File: config.mk
export PLATFORM = sky130hd
export DESIGN_NAME = modulation_swapchain
export DESIGN_NICKNAME = d
export VERILOG_FILES = /design/src/rtl/modulation_swapchain_pkg.sv /design/src/rtl/modulation_swapchain_transition_trigger.sv /design/src/rtl/modulation_swapchain.sv
export SDC_FILE = /design/constraint.sdc
export NUM_CORES = 1
export LEC_CHECK = 0
export CELL_PAD_IN_SITES_DETAIL_PLACEMENT = 0
export CELL_PAD_IN_SITES_GLOBAL_PLACEMENT = 1
export CORE_MARGIN = 4
export CORE_UTILIZATION = 41
export CTS_CLUSTER_SIZE = 12
export DETAILED_ROUTE_END_ITERATION = 6
export PLACE_DENSITY_LB_ADDON = 0.1
export SLEW_MARGIN = 20
export SYNTH_ARGS = -nofsm -noshare
export SYNTH_HDL_FRONTEND = slang
export SYNTH_SLANG_ARGS = --single-unit
File: constraint.sdc
create_clock -name CLK -period 11.8 [get_ports CLK]
set_input_delay 2.36 -clock CLK [delete_from_list [all_inputs] [get_ports CLK]]
set_output_delay 2.36 -clock CLK [all_outputs]
set_load 0.1 [all_outputs]
File: src/rtl/modulation_swapchain_pkg.sv
// Shared types and constants for the modulation segment swapchain.
package modulation_swapchain_pkg;

   localparam int          NumSegment  = 2;
   localparam int          IdxWidth    = 15;
   localparam logic [15:0] RepInfinite = 16'hFFFF;

   typedef enum logic [2:0] {
      SYNC_IDX  = 3'd0,
      SYS_TIME  = 3'd1,
      GPIO      = 3'd2,
      IMMEDIATE = 3'd7
   } transition_mode_t;

   typedef enum logic [1:0] {
      INFINITE_LOOP,
      WAIT_START,
      FINITE_LOOP,
      DONE
   } state_t;

endpackage

File: src/rtl/modulation_swapchain_transition_trigger.sv
// Single-cycle fire pulse for a pending segment transition, decoded from the latched mode.
module modulation_swapchain_transition_trigger
   import modulation_swapchain_pkg::*;
(
   input  logic             CLK,
   input  logic             RST,
   input  logic             armed,
   input  transition_mode_t mode,
   input  logic [63:0]      value,
   input  logic [63:0]      sys_time,
   input  logic [3:0]       gpio_in,
   input  logic             wrap_req,
   output logic             fire
);

   logic [3:0] gpio_prev;
   logic       gpio_rise;

   // NOTE: sequential state uses non-blocking assignments so every register samples pre-edge values.
   always_ff @(posedge CLK or posedge RST) begin
      if (RST) gpio_prev <= '0;
      else     gpio_prev <= gpio_in;
   end

   assign gpio_rise = gpio_in[value[1:0]] & ~gpio_prev[value[1:0]];

   // NOTE: fire gets a default before the case, so no path leaves it unassigned (no latch).
   always_comb begin
      fire = 1'b0;
      if (armed) begin
         case (mode)
            SYNC_IDX: fire = wrap_req;
            SYS_TIME: fire = (sys_time >= value);
            GPIO:     fire = gpio_rise;
            default:  fire = 1'b1;
         endcase
      end
   end

endmodule

File: src/rtl/modulation_swapchain.sv
// Segment swapchain for the modulation memory reader: active segment selection,
// triggered transitions and finite repeat playback.
module modulation_swapchain
   // Named imports: a wildcard would let the SYS_TIME port collide with the mode enum member.
   import modulation_swapchain_pkg::NumSegment, modulation_swapchain_pkg::IdxWidth,
          modulation_swapchain_pkg::RepInfinite, modulation_swapchain_pkg::SYNC_IDX,
          modulation_swapchain_pkg::transition_mode_t, modulation_swapchain_pkg::state_t,
          modulation_swapchain_pkg::INFINITE_LOOP, modulation_swapchain_pkg::WAIT_START,
          modulation_swapchain_pkg::FINITE_LOOP, modulation_swapchain_pkg::DONE;
(
   input  logic                CLK,
   input  logic                RST,
   input  logic [63:0]         SYS_TIME,
   input  logic                UPDATE_SETTINGS,
   input  logic                REQ_SEGMENT,
   input  logic [15:0]         REP,
   input  transition_mode_t    TRANSITION_MODE,
   input  logic [63:0]         TRANSITION_VALUE,
   input  logic [3:0]          GPIO_IN,
   input  logic [IdxWidth-1:0] CYCLE  [NumSegment],
   input  logic [IdxWidth-1:0] IDX_IN [NumSegment],
   output logic                SEGMENT,
   output logic [IdxWidth-1:0] IDX,
   output logic                STOP
);

   state_t                state_q, state_d;
   logic                  req_segment_q, req_segment_d;
   logic [15:0]           rep_q, rep_d;
   transition_mode_t      mode_q, mode_d;
   logic [63:0]           value_q, value_d;
   logic [15:0]           loop_cnt_q, loop_cnt_d;
   logic                  segment_d, stop_d;
   logic [IdxWidth-1:0]   idx_d;
   logic [IdxWidth-1:0]   prev_idx_q [NumSegment];
   logic [NumSegment-1:0] wrap;
   logic                  fire;

   always_comb begin
      wrap = '0;
      for (int i = 0; i < NumSegment; i++) wrap[i] = IDX_IN[i] < prev_idx_q[i];
   end

   modulation_swapchain_transition_trigger u_trigger (
      .CLK      (CLK),
      .RST      (RST),
      .armed    (state_q == WAIT_START),
      .mode     (mode_q),
      .value    (value_q),
      .sys_time (SYS_TIME),
      .gpio_in  (GPIO_IN),
      .wrap_req (wrap[req_segment_q]),
      .fire     (fire)
   );

   always_comb begin
      state_d       = state_q;
      req_segment_d = req_segment_q;
      rep_d         = rep_q;
      mode_d        = mode_q;
      value_d       = value_q;
      loop_cnt_d    = loop_cnt_q;
      segment_d     = SEGMENT;
      stop_d        = STOP;
      idx_d         = (state_q == DONE) ? IDX : IDX_IN[SEGMENT];

      // A strobe pre-empts any trigger or final wrap landing in the same cycle.
      if (UPDATE_SETTINGS) begin
         req_segment_d = REQ_SEGMENT;
         rep_d         = REP;
         mode_d        = TRANSITION_MODE;
         value_d       = TRANSITION_VALUE;
         if (REQ_SEGMENT == SEGMENT && REP == RepInfinite) begin
            state_d = INFINITE_LOOP;
            stop_d  = 1'b0;
         end else begin
            state_d = WAIT_START;
         end
      end else begin
         case (state_q)
            WAIT_START: begin
               if (fire) begin
                  segment_d  = req_segment_q;
                  idx_d      = IDX_IN[req_segment_q];
                  stop_d     = 1'b0;
                  loop_cnt_d = '0;
                  state_d    = (rep_q == RepInfinite) ? INFINITE_LOOP : FINITE_LOOP;
               end
            end
            FINITE_LOOP: begin
               if (wrap[SEGMENT]) begin
                  if (loop_cnt_q == rep_q) begin
                     stop_d  = 1'b1;
                     idx_d   = CYCLE[SEGMENT];
                     state_d = DONE;
                  end else begin
                     loop_cnt_d = loop_cnt_q + 16'd1;
                  end
               end
            end
            default: ;
         endcase
      end
   end

   always_ff @(posedge CLK or posedge RST) begin
      if (RST) begin
         state_q       <= INFINITE_LOOP;
         req_segment_q <= 1'b0;
         rep_q         <= RepInfinite;
         mode_q        <= SYNC_IDX;
         value_q       <= '0;
         loop_cnt_q    <= '0;
         SEGMENT       <= 1'b0;
         IDX           <= '0;
         STOP          <= 1'b0;
         // NOTE: the previous-index array is reset as well, otherwise a stale value could flag a wrap.
         for (int i = 0; i < NumSegment; i++) prev_idx_q[i] <= '0;
      end else begin
         state_q       <= state_d;
         req_segment_q <= req_segment_d;
         rep_q         <= rep_d;
         mode_q        <= mode_d;
         value_q       <= value_d;
         loop_cnt_q    <= loop_cnt_d;
         SEGMENT       <= segment_d;
         IDX           <= idx_d;
         STOP          <= stop_d;
         for (int i = 0; i < NumSegment; i++) prev_idx_q[i] <= IDX_IN[i];
      end
   end

endmodule

Word-level counts from Yosys, hierarchy flattened:

Cells that the tools add are included.

* bitwise operators: 5
* equal/unequal tests: 16
* add/subtract/negate cells: 1
* reduce and logical (&&, ||, !) cells: 8
* muxes and demuxes: 42
* $lt $le $gt $ge: 8

Operators with widths (count)
* $mux W15: 14
* $ge A64 B64 Y1: 1
* $mux W16: 3
* $eq A16 B16 Y1 const B: 2
* $pmux W16 S2: 1
* $lt A15 B15 Y1: 2
* $pmux W15 S2: 1
* $add A16 B1 Y16 const B: 1
* $eq A16 B16 Y1: 1
* $mux W1: 13
* $mux W2: 5
* $reduce_and A5 Y1: 2
* $ne A3 B3 Y1 const B: 3
* $ne A2 B2 Y1 const B: 3
* $bmux W1 S2: 2
* $eq A2 B2 Y1 const B: 2
* $ge A2 B2 Y1 const B: 2
* $lt A1 B2 Y1 const B: 2
* $not A1 Y2: 2
* $pmux W2 S2: 1
* $reduce_and A4 Y1: 1
* $eq A3 B1 Y1 const B: 1
* $eq A3 B2 Y1 const B: 1
* $logic_not A3 Y1: 1
* 12 further kinds: 13

* bits of input ports: 215
* word-level logic and storage cells: 92
* register bits after elaboration: 153
* output and inout bits: 17

Longest topological paths before layout:

* word-level depth: 9
* gate-level depth with buffers: 12
* depth with buffers taken out: 10

By module:

From an unflattened synthesis, not the netlist that was laid out.

* cell total of the unflattened synthesis: 882
* area total of the unflattened synthesis: 9247.6 µm²

Modules (own cells, without submodules)
* modulation_swapchain: cells an instance 639, area each 7438.4 µm², times used 1, seq. area each 3748.6 µm²
* modulation_swapchain_transition_trigger: cells an instance 243, area each 1809.2 µm², times used 1, seq. area each 100.1 µm²

Worst setup path after synthesis:

OpenSTA, ideal clock, no wires.

* path type: input to register
* from: in IDX_IN[23] in the netlist's numbering
* to: reg loop_cnt_q[10]
* buffers on the path: 1
* slack: 6966 ps
* arrival time: 4757 ps
* cell stages on the path: 10
* data required time: 11723 ps
* cell sequence: ha_1 -> a21o_1 -> a221o_1 -> a221oi_2 -> o2111ai_1 -> o2111a_2 -> a31o_4 -> buf_6 -> or4_1 -> a21oi_1

* cells in the longest elaborated chain, start to end: 7
* elaborated cells between the ends (all ways): 10

RTL lines
* start: declaration: RTL line modulation_swapchain.sv:21 `input logic [IdxWidth-1:0] IDX_IN [NumSegment],`
* $lt A15 B15 Y1 *: RTL line modulation_swapchain.sv:41 `for (int i = 0; i < NumSegment; i++) wrap[i] = IDX_IN[i] < prev_idx_q[i];`
* $mux W1 (implied by the code) (2 in series): RTL line modulation_swapchain.sv:52 `.wrap_req (wrap[req_segment_q]),`
* $pmux W1 S3: RTL line modulation_swapchain_transition_trigger.sv:31 `case (mode)`
* $mux W1: RTL line modulation_swapchain_transition_trigger.sv:30 `if (armed) begin`
* $ne A2 B2 Y1 (no line)
* $reduce_and A5 Y1 (no line) *
* end signal: assignment: RTL line modulation_swapchain.sv:125 `loop_cnt_q <= loop_cnt_d;`
* end: declaration: RTL line modulation_swapchain.sv:32 `logic [15:0] loop_cnt_q, loop_cnt_d;`

Every way passes the cells marked *; elsewhere a longest branch is shown, timed or not. The select of a mux whose other input is x is not followed.
A chain may end at the register's enable or synchronous reset.

Worst setup path after layout:

* from: in SYS_TIME[62]
* to: reg IDX[3]

* cells in the longest elaborated chain, start to end: 6

RTL lines
* start: declaration: RTL line modulation_swapchain.sv:13 `input logic [63:0] SYS_TIME,`
* $ge A64 B64 Y1: RTL line modulation_swapchain_transition_trigger.sv:33 `SYS_TIME: fire = (sys_time >= value);`
* $pmux W1 S3: RTL line modulation_swapchain_transition_trigger.sv:31
* $mux W1: RTL line modulation_swapchain_transition_trigger.sv:30
* $mux W15: RTL line modulation_swapchain.sv:82 `if (fire) begin`
* $pmux W15 S2: RTL line modulation_swapchain.sv:80 `case (state_q)`
* $mux W15: RTL line modulation_swapchain.sv:68 `if (UPDATE_SETTINGS) begin`
* named net idx_d[3]: RTL line modulation_swapchain.sv:34 `logic [IdxWidth-1:0] idx_d;`
* end signal: assignment: RTL line modulation_swapchain.sv:127 `IDX <= idx_d;`
* end: declaration: RTL line modulation_swapchain.sv:23 `output logic [IdxWidth-1:0] IDX,`

The timed path passes the listed nets, and every way through them passes these cells.

==> summary.md <==
| Metric | Value |
|---|---|
| FILL cells | `1,982` |
| Area leader, netlist | `dfrtp_1` |
| Core box area | `21,820 um2` |
| Initial antenna violation count | `1` |
| Clock transition at the registers of the reported paths | `0.06 ns` |
| Post-synth ARST share | `1.000` |
| Synth Instances | `952` |
| Synth-to-Final Area Change | `34.82%` |
| Postcts setup bufs | `0` |
| Clk root buf | `clkbuf_16` |
| Avg Vias per Cell | `5.168` |
| Crit. End Element | `flip-flop` |
| CP startpoint kind | `input pin` |
| Final setup TNS | `0 ns` |
| Crit path kind | `in2reg` |
| WP data arrival | `5.65 ns` |
| Warnings from Yosys | `0` |
| RSZ-0062 raised after global routing | `no` |
| Area of the multi-input gates | `4703 um2` |
| Final instance area | `12,270 um2` |
| GPL Wtd Cong | `0.8057` |
| Register area share after synthesis | `0.4229` |
| Die area | `24,650 um2` |
| CTS buffer count | `17` |
| HPWL after DPL | `18,300 um` |
| Global-route wire length before repair | `39,300 um` |
| 1st-pass router iterations | `5` |
| Final Slew Violations | `0` |
| Max clock buf depth | `2` |
| Most frequent cells after synthesis | `dfrtp_1 (137), inv_1 (105), nand2_1 (105)` |
| F_max | `186.0 MHz` |
| Ratio of final minimum period to clock period | `0.4557` |
| Vias in the first global route | `7,627` |
| Worst Skew | `0.01224 ns` |
| Hold Buf Count CTS | `0` |
| Top cell type's share of synthesized area | `0.3767` |
| DRC errors left | `0` |
| Final wirelength | `24,740 um` |
| CTS tree | `built` |
| Hold WC Path Type | `reg2reg` |
| Post-place setup slack | `5.994 ns` |
| Peak VDD IR | `0.09393 mV` |
| Status | `finished, final reports clean` |
| Primary FF master, synth | `dfrtp_1` |
| Tmin final | `5.378 ns` |
| Max Cap Viol | `0` |
| Share of layout cells above drive strength 1 | `0.07627` |
| Yosys reg bits | `153` |
| Syn_area_per_cell | `9.560 um2` |
| Sequential Area | `3850 um2` |
| Count of buffers from port buffering | `231` |
| Worst slew pin tran | `1.099 ns` |
| Clock sinks | `153` |
| Relative slew slack | `0.2671` |
| Yosys cell types | `55` |
| Detailed router's first-iteration violation count | `417` |
| Post-Syn Area | `9101 um2` |
| Initial core utilization | `0.4170` |
| Routed WL per cell | `16.93 um` |
| Die width | `157.0 um` |
| Io pins | `232` |
| Setup Viol. Count Final | `0` |
| Num rows | `54` |
| Overflow after GRT | `0` |
| CTS HTree Levels | `4` |
| Synth top area cells | `dfrtp_1 (38%), ha_1 (13%), mux2i_1 (5.1%)` |
| Min Hold Slack | `0.5186 ns` |
| Final hold violations | `0` |
| Setup ws final | `6.422 ns` |
| Post-cts sizing count | `0` |
| Routed Antenna Nets | `0` |
| Critical Path Fanout Max | `15` |
| DP Area | `11,650 um2` |
| PD cells | `140.9 nW/um2` |
| Most frequent cell after synthesis | `dfrtp_1` |
| NumNets Final | `1,478` |
| Pleak | `5.450 nW` |
| Total Routing Usage GR | `0.2011` |
| Post-synth EDFFs | `0` |
| Crit path required time | `12.07 ns` |
| Clock Latency Late Sink | `0.43 ns` |
| Via count | `7,551` |
| Post-synthesis net count | `1,263` |
| Vert. Die Dim | `157.0 um` |
| Largest net degree at the start of global routing | `125` |
## per-layer routing
metal,vias up,track usage,wire length [um]
met2,195,0.3332,11520
li1,3806,-,-
met5,-,0,0
met4,0,0.04835,270
met3,18,0.04344,1540
met1,3532,0.2704,11420
## flip-flops by register name, summed over array words and instances (netlist names)
name                 count
loop_cnt_q              16
req_segment_q            1
rep_q                   16
STOP                     1
u_trigger.gpio_prev      4
SEGMENT                  1
IDX                     15
mode_q                   3
value_q                 64
prev_idx_q              30
state_q                  2
## area by class of cell
class,count,area share
antenna,1,0.0002039
tap,280,0.02855
inverter,105,0.03253
clock inverter,10,0.01173
multi-input combinational,653,0.3833
timing repair buffer,237,0.1929
clock buffer,22,0.03701
sequential,153,0.3138
## stage by stage
| stage | instances | util | power (mW) |
|---|---|---|---|
| 6_report | 1461 | 0.5623 | 1.729 |
| 5_1_grt | 1461 | 0.5623 | 1.819 |
| 4_1_cts | 1459 | 0.5612 | 1.747 |
| 3_5_place_dp | 1427 | 0.5338 | 1.173 |
| 3_3_place_gp | 1427 | 0.5338 | 1.168 |
| 2_1_floorplan | 952 | - | 0.9828 |
## placed cells by master, fill, tap and decap left out, types with 5 or more instances in the layout
cell,count
nand3_1,16
clkbuf_16,17
a21oi_1,64
dfstp_2,16
o31ai_1,18
nand4_1,27
o221ai_1,10
and3_1,7
nand2_1,105
buf_4,6
a32oi_1,6
nor2_1,39
xor2_1,17
dfrtp_1,136
nand2b_1,12
mux2_2,26
a211oi_1,5
ha_1,96
clkdlybuf4s50_1,230
inv_1,104
nor4_1,6
a221oi_1,5
mux2i_1,46
or4_1,14
o21ai_0,81
## kinds of logic (layout without fill, tap and decap cells)
group,count (synthesis),after routing,synth area share
AO/OA/AOI/OAI,223,223,0.1544
adder cells (fa/ha/maj),96,96,0.1320
flip-flops,153,153,0.4229
other,0,1,0
multiplexers,72,72,0.08276
AND/OR/NAND/NOR,245,245,0.1301
buffers and inverters,146,374,0.06159
XOR/XNOR,17,17,0.01636
## worst max-delay path, cell delays in order
cell and delay (ns):
clkdlybuf4s50_1 0.41, ha_1 0.34, a21oi_1 0.16, nand2_1 0.08, a221oi_1 0.34, a21oi_1 0.14
a2111oi_2 0.57, a41o_1 0.41, nand2b_1 0.60, o221ai_1 0.23
## worst paths after layout
kind	start	to	slack (ns)	cells after the start
setup / recovery	SYS_TIME[62]	IDX[3]	6.42	10
hold / removal	STOP	STOP	0.52	1
setup reg to reg	value_q[62]	IDX[3]	8.43	10
hold reg to reg	STOP	STOP	0.52	1
max in group asynchronous	RST	value_q[40]	7.95	3
min in group asynchronous	RST	value_q[0]	2.47	2
## power by group
group	total, mW	internal [mW]	switching, mW
Sequential	0.613	0.582	0.0315
Combinational	0.548	0.211	0.338
Clock	0.567	0.340	0.226
Total	1.73	1.13	0.595
Note: power is estimated with default switching activity, not from simulation.
